## src/rtl/pooled_frame_serializer.sv

```systemverilog
// ============================================================================
// pooled_frame_serializer
// ----------------------------------------------------------------------------
// Captures one flat pooled frame (matrix_side_length x matrix_side_length
// pixels, resolution bits each) on a start pulse and streams it out one
// pixel per beat over a valid/ready handshake, tagging each beat with its
// row/column position and a last-pixel flag. A one-cycle done pulse follows
// acceptance of the final beat.
//
// Optional feature (compile-time macro FRAME_SUM_EN):
//   adds output frame_sum, the running sum of all accepted pixels of the
//   current frame, cleared on reset and on capture, held after done.
//
// Ports:
//   clk           in   rising-edge clock
//   reset         in   asynchronous active-low reset
//   start         in   capture input_pixels and begin streaming (IDLE only)
//   input_pixels  in   flat frame, pixel k at [k*resolution +: resolution],
//                      k = row*matrix_side_length + col
//   busy          out  high while streaming and during the done cycle
//   out_pixel     out  current pixel (0 when no beat is offered)
//   out_valid     out  beat available
//   out_ready     in   downstream accepts the beat
//   out_row       out  row of the current pixel
//   out_col       out  column of the current pixel
//   out_last      out  current beat is the final pixel of the frame
//   done          out  one-cycle pulse after the last beat is accepted
//   frame_sum     out  (FRAME_SUM_EN only) sum of accepted pixels
// ============================================================================
module pooled_frame_serializer #(
    parameter int resolution         = 8,
    parameter int matrix_side_length = 14
) (
    input  logic                                                       clk,
    input  logic                                                       reset,
    input  logic                                                       start,
    input  logic [resolution*matrix_side_length*matrix_side_length-1:0] input_pixels,
    output logic                                                       busy,
    output logic [resolution-1:0]                                      out_pixel,
    output logic                                                       out_valid,
    input  logic                                                       out_ready,
    output logic [$clog2(matrix_side_length)-1:0]                      out_row,
    output logic [$clog2(matrix_side_length)-1:0]                      out_col,
    output logic                                                       out_last,
    output logic                                                       done
`ifdef FRAME_SUM_EN
    ,
    output logic [resolution+$clog2(matrix_side_length*matrix_side_length)-1:0] frame_sum
`endif
);

    localparam int N     = matrix_side_length * matrix_side_length;
    localparam int IDX_W = $clog2(N);
    localparam int RC_W  = $clog2(matrix_side_length);
`ifdef FRAME_SUM_EN
    localparam int SUM_W = resolution + IDX_W;
`endif

    typedef enum logic [1:0] {
        S_IDLE   = 2'd0,
        S_STREAM = 2'd1,
        S_DONE   = 2'd2
    } state_t;

    state_t                  state_q;
    logic [resolution-1:0]   frame_q [N];
    logic [IDX_W-1:0]        idx_q;
    logic [IDX_W-1:0]        idx_d;
    logic [RC_W-1:0]         row_q;
    logic [RC_W-1:0]         row_d;
    logic [RC_W-1:0]         col_q;
    logic [RC_W-1:0]         col_d;
    logic                    valid_q;
    logic                    busy_q;
    logic                    last_q;
    logic                    last_d;
    logic                    done_q;
    logic                    idx_is_last;
`ifdef FRAME_SUM_EN
    logic [SUM_W-1:0]        sum_q;
`endif

    // Position of the next beat. Row/column advance with a wrapping column
    // counter so no divider is needed to derive them from the flat index.
    always_comb begin
        idx_d       = idx_q + IDX_W'(1);
        idx_is_last = (idx_q == IDX_W'(N - 1));
        last_d      = (idx_d == IDX_W'(N - 1));
        if (col_q == RC_W'(matrix_side_length - 1)) begin
            col_d = '0;
            row_d = row_q + RC_W'(1);
        end else begin
            col_d = col_q + RC_W'(1);
            row_d = row_q;
        end
    end

    // Control FSM. All handshake outputs are registered so they change only
    // at clock edges and stay stable while the downstream stalls.
    always_ff @(posedge clk or negedge reset) begin
        if (!reset) begin
            state_q <= S_IDLE;
            for (int k = 0; k < N; k++) begin
                frame_q[k] <= '0;
            end
            idx_q   <= '0;
            row_q   <= '0;
            col_q   <= '0;
            valid_q <= 1'b0;
            busy_q  <= 1'b0;
            last_q  <= 1'b0;
            done_q  <= 1'b0;
`ifdef FRAME_SUM_EN
            sum_q   <= '0;
`endif
        end else begin
            case (state_q)
                S_IDLE: begin
                    done_q <= 1'b0;
                    if (start) begin
                        for (int k = 0; k < N; k++) begin
                            frame_q[k] <= input_pixels[k*resolution +: resolution];
                        end
                        idx_q   <= '0;
                        row_q   <= '0;
                        col_q   <= '0;
                        valid_q <= 1'b1;
                        busy_q  <= 1'b1;
                        last_q  <= (N == 1);
`ifdef FRAME_SUM_EN
                        sum_q   <= '0;
`endif
                        state_q <= S_STREAM;
                    end
                end

                S_STREAM: begin
                    if (out_ready) begin
`ifdef FRAME_SUM_EN
                        sum_q <= sum_q + SUM_W'(frame_q[idx_q]);
`endif
                        if (idx_is_last) begin
                            // Final beat accepted: drop valid, pulse done.
                            valid_q <= 1'b0;
                            last_q  <= 1'b0;
                            done_q  <= 1'b1;
                            state_q <= S_DONE;
                        end else begin
                            idx_q  <= idx_d;
                            row_q  <= row_d;
                            col_q  <= col_d;
                            last_q <= last_d;
                        end
                    end
                end

                S_DONE: begin
                    // start is deliberately not sampled here.
                    done_q  <= 1'b0;
                    busy_q  <= 1'b0;
                    state_q <= S_IDLE;
                end

                default: begin
                    valid_q <= 1'b0;
                    busy_q  <= 1'b0;
                    last_q  <= 1'b0;
                    done_q  <= 1'b0;
                    state_q <= S_IDLE;
                end
            endcase
        end
    end

    // Pixel mux is gated so the bus reads 0 whenever no beat is offered.
    assign out_pixel = valid_q ? frame_q[idx_q] : '0;
    assign out_valid = valid_q;
    assign busy      = busy_q;
    assign out_row   = row_q;
    assign out_col   = col_q;
    assign out_last  = last_q;
    assign done      = done_q;
`ifdef FRAME_SUM_EN
    assign frame_sum = sum_q;
`endif

endmodule

```

## config.mk

```make
export PLATFORM = sky130hd
export DESIGN_NAME = pooled_frame_serializer
export DESIGN_NICKNAME = d
export VERILOG_FILES = /design/src/rtl/pooled_frame_serializer.sv
export SDC_FILE = /design/constraint.sdc
export NUM_CORES = 2
export LEC_CHECK = 0
export CORE_AREA = 2 2 629 631
export CTS_CLUSTER_SIZE = 30
export DETAILED_ROUTE_END_ITERATION = 10
export DIE_AREA = 0 0 631 633
export RECOVER_POWER = 50
export REMOVE_ABC_BUFFERS = 1
export SLEW_MARGIN = 20
export SYNTH_ARGS = -nofsm -noshare
export SYNTH_HDL_FRONTEND = slang
export SYNTH_SLANG_ARGS = --single-unit
```

## constraint.sdc

```tcl
create_clock -name clk -period 3.28 [get_ports clk]
set_input_delay 0.492 -clock clk [delete_from_list [all_inputs] [get_ports clk]]
set_output_delay 0.492 -clock clk [all_outputs]
set_load 0.02 [all_outputs]
```

=== Word-level counts from Yosys, hierarchy flattened ===
Index checks and enable logic that the tools add are counted.

* Add/subtract/negate cells: 3
* Order comparisons: 1
* Equality and inequality tests: 10
* Muxes and demuxes: 33
* Bitwise logic cells: 3
* Reductions and logical operators: 10

{| class="wikitable"
|+ Operators with widths
! operator !! count
|-
| $bmux W8 S8 || 1
|-
| $mux W8 || 6
|-
| $mux W4 || 7
|-
| $eq A8 B8 Y1 const B || 2
|-
| $pmux W4 S2 || 2
|-
| $pmux W8 S2 || 1
|-
| $ne A2 B2 Y1 const B || 5
|-
| $ge A9 B9 Y1 const B || 1
|-
| $mux W1 || 9
|-
| $not A8 Y9 || 1
|-
| $add A4 B1 Y4 const B || 2
|-
| $add A8 B1 Y8 const B || 1
|-
| $reduce_and A4 Y1 || 2
|-
| $mux W2 || 3
|-
| $pmux W1 S3 || 2
|-
| $reduce_and A2 Y1 || 3
|-
| $reduce_and A3 Y1 || 2
|-
| $reduce_and A5 Y1 || 1
|-
| $eq A4 B4 Y1 const B || 1
|-
| $pmux W2 S2 || 1
|-
| $eq A2 B1 Y1 const B || 1
|-
| $eq A2 B2 Y1 const B || 1
|-
| $logic_not A2 Y1 || 1
|-
| $not A1 Y1 || 2
|-
| other kinds (2) || 2
|}

* Bits in registers: 1590
* Output and inout bits: 20
* Logic and storage cells: 264

=== Logic depth before layout (Yosys ltp) ===
* Depth in word-level cells: 5
* Gate-level depth with buffers: 12
* Mapped depth without buffers: 7

=== Worst setup path before layout ===
Ideal clock, no wire load.

* Path type: flip-flop to output port
* Start: register idx_q[0]
* End: output port out_pixel[5]
* Data arrival time: 2612 ps
* Required time: 2788 ps
* Slack: 176 ps
* Cell stages (with the launch flop): 12
* Path buffers: 5
* Path through: dfrtp_1 buf_6 buf_4 buf_4 and2_1 buf_2 buf_2 a22oi_1 nand3_1 nand3_1 a221oi_1 a2111oi_1

* Longest elaborated chain between the ends: 5

{| class="wikitable"
|+ RTL lines
! what !! line !! text
|-
| start, declared || 67 || <nowiki>logic [IDX_W-1:0] idx_q;</nowiki>
|-
| start signal, assigned || 149 || <nowiki>idx_q <= idx_d;</nowiki>
|-
| $not A8 Y9 (not written as such) || 176 || <nowiki>assign out_pixel = valid_q ? frame_q[idx_q] : '0;</nowiki>
|-
| $bmux W8 S8 || 176 ||
|-
| $mux W8 (not written as such) (2 in a row) || 176 ||
|-
| $mux W8 || 176 ||
|-
| end, declared || 39 || <nowiki>output logic [resolution-1:0] out_pixel,</nowiki>
|}

No other way between the ends. The select of a mux whose other input is x is not followed.

=== Worst setup path after layout ===
Ends and elaborated chain as after synthesis.

==> results.md <==
* Antenna violations before repair at between 80 and 90
* Async SR Flop Fraction at 100%
* Sequential fraction of the synthesis area at between 50 and 60%
* Min-delay worst type: in -> reg
* Post-Synthesis Cell Area at approximately 73000 um2
* Fin util at a little over a quarter
* Critical Path Slowest Stage Cell: dfrtp_4
* Setup ws final at -1.25 ns
* Worst-path clk slew at approximately 0.060 ns
* Fill cell total of the finished layout at between 40000 and 50000
* Hpwl dp at between 200 and 300 mm
* Cell Rows at 230
* Share of layout cells above drive strength 1 at about an eighth
* Die Wd at 631 um
* Post-synth EDFFs at 0
* Worst clock skew at around 0.046 ns
* Main synth FF type: dfrtp_1
* Relative slew margins at -112%
* Data arrival time at the worst-slack endpoint at roughly 4.0 ns
* Buf+Inv Stages, Crit Path at 6
* Std-Cell Core Area at around 390000 um2
* Cell with the most instances after synthesis: nand2_1
* Root buffer cell: clkbuf_16
* CP delay by family, top: compound AO/OA/AOI/OAI gates
* Largest net degree at the start of global routing at 151
* Fmax at 0.221 GHz
* Post-synth top area share at between 50 and 60%
* DRT Pass-1 Iters at 6
* Gpl congestion at 0.898
* Port Buffer Count at about 1600
* Final Hold Fails at 0
* Max Buffers Root-to-Sink at 4
* Synth area leader: dfrtp_1
* Worst Setup Start Kind: register
* DR WL/cell at around 25 um
* Period utilization at 138%
* I/O pin cnt at around 1600
* Chip height at roughly 630 um
* Vias at 63200
* DRT iter0 DRCs at 5534
* Clk_lat worst skew at ~0.85 ns
* # nets final at about 11000
* Multi-input logic area at around 31000 um2
* Remaining DRCs at 0
* DP Worst Slack at -1.30 ns
* Max IR drop VDD at approximately 430 uV
* Top post-synthesis cells by area: dfrtp_1 55%, nand2_1 25%, mux4_2 11%
* FF+latch count, synth at 1590
* Worst setup path start: idx_q[0]$_DFFE_PN0P_
* Final WL at ~370 mm
* Max Transition Viols Final at around 140
* Leakage at a little under 50 nW
* Power Dens Cells at between 700 and 800 nW/um2
* Worst-path fanout max at 8
* Top post-synthesis cells by count: 4788 x nand2_1, 1590 x dfrtp_1, 356 x clkbuf_1
* RSZ-0062 raised after global routing: true
* Die ar. at 399000 um2
* Critical R2R Launch: state_q[1]$_DFFE_PN0P_
* Status: finished, violations left
* GRT overflow at 0
* Mean Syn Cell Area at approximately 9.3 um2
* Tot GR Track Use at 18.0%
* Max incr delay on CP at around 0.53 ns
* Final setup violation count at a little under 500
* Max Cap Viol at 3
* Ys Warns at 0
* H-tree levels at 4
* Mapped Cells at 7834
* Req. time, crit path at around 2.8 ns
* Layout area overhead at 45.0%
* Antenna-violating nets left at 0
* Number of buffers created by CTS at between 150 and 200
* DR vias/cell at about 4.2
* Vias in the first global route at 65200
* Synth unique cells at 70
* CP Class: reg -> out
* CP endpoint kind: primary output
* Fin crit period at ~4.5 ns
* Violated checks: max-capacitance violations, max-slew violations, negative setup slack
* CTS tree: built
* Register area at 39800 um2
* CTS sink count at approximately 1600
* First-pass GRT wire length at between 500 and 600 mm
* Initial Util at a little under a fifth
* Worst-Margin Slew at 3.17 ns
* Sequence of cells on the critical path: buf_12, buf_16, buf_4, mux4_2, mux2i_1, o21ai_0, a221oi_1, a2111oi_4, buf_6, buf_4, buf_12
* Hold Crit Start: input_pixels[460]
==> report_power, final <==
part           total [W]  internal [W]  switching [W]
Combinational     0.0301        0.0144         0.0156
Sequential        0.0305        0.0260        0.00450
Clock             0.0216        0.0125        0.00905
Total             0.0821        0.0529         0.0292
==> cell usage in the layout, fill, tap and decap left out, types with 7 or more instances in the layout <==
cell             instances
nand2_1               4786
dfrtp_1               1583
and3_1                   7
o21ai_1                  8
clkbuf_8                35
nor2_1                  15
mux2i_1                177
o211ai_1                 8
a31oi_1                 12
a22oi_1                 43
bufinv_16               15
o21ai_0                 31
clkbuf_16              188
clkinv_2                32
clkdlybuf4s50_1       1577
buf_12                 126
nand3_1                 40
inv_1                   10
a21oi_1                 39
mux4_2                 352
diode_2                 46
nand2b_1                 9
clkbuf_1                37
nor2b_1                 11
o22ai_1                 16
buf_4                  334
a221oi_1                 8
inv_6                   10
buf_6                   28
buf_16                   7
==> what timing repair did <==
action                     in CTS  in global routing
resized for setup             126                 30
hold endpoints to repair       58                  0
hold buffers                    1                  0
buffers inserted               28                  6
cloned                          2                  0
setup endpoints to repair       8                  8
pin swaps                      33                 14
==> final timing paths <==
path | to | slack, ns | cells past startpoint
worst max-delay path | out_pixel[5] | -1.25 | 11
worst min-delay path | frame_q[1108]$_DFFE_PN0P_ | 0.13 | 3
worst max register to register | frame_q[1125]$_DFFE_PN0P_ | -0.23 | 7
worst min register to register | frame_q[1241]$_DFFE_PN0P_ | 0.47 | 2
max in group asynchronous | frame_q[195]$_DFFE_PN0P_ | -0.36 | 4
min in group asynchronous | frame_q[660]$_DFFE_PN0P_ | 1.18 | 2
==> sequential cells by signal, summed over array words and instances (netlist names) <==
signal     count
busy           1
done           1
frame_q     1568
idx_q          8
out_col        4
out_last       1
out_row        4
out_valid      1
state_q        2
==> tightest hold or removal path: stages <==
cell,delay [ns]
clkdlybuf4s50_1,0.39
nand2_1,0.05
nand2_1,0.04
==> cell type report <==
class	instances	share of cell area, %
clock inverters	73	0.850
flip-flops and latches	1590	37.8
repair buffers	2088	20.4
well taps	5220	6.20
clock buffers	257	5.03
diodes	46	0.109
multi-input cells	5733	29.5
inverters	14	0.0570
==> stage by stage <==
| step | instances | cell area (um2) | hold WS [ns] | setup TNS (ns) | total power [W] |
|---|---|---|---|---|---|
| final | 15000 | 105000 | 0.129 | -62.38 | 0.0821 |
| after detailed placement | 14600 | 98100 | 0.457 | -7.54 | 0.0600 |
| after global placement | 14600 | 98100 | 0.453 | -9.29 | 0.0596 |
| after floorplan | 7337 | 70300 | 0.196 | - | 0.0379 |
| after CTS | 15000 | 105000 | 0.0168 | -11.28 | 0.0832 |
| after global routing | 15000 | 105000 | 0.0763 | -307.11 | 0.0867 |
==> per-layer routing <==
layer | GRT usage, % | up-vias | wire length [um]
met3 | 2.93 | 573 | 20800
met4 | 8.29 | 26 | 17500
met1 | 21.7 | 31400 | 147000
met5 | 0 | - | 164
met2 | 31.2 | 2358 | 186000
li1 | - | 28800 | -
==> cells by family (layout without fill, tap and decap cells) <==
logic type	count (synthesis)	after routing	share of synthesized area [%]
flip-flops	1590	1590	54.8
other	0	46	0
buffers and inverters	511	2432	3.26
multiplexers	546	546	13.6
adder cells (fa/ha/maj)	5	5	0.0862
AO/OA/AOI/OAI	258	258	2.45
XOR/XNOR	2	2	0.0241
AND/OR/NAND/NOR	4922	4922	25.8
Power figures use the tool's default switching activity.
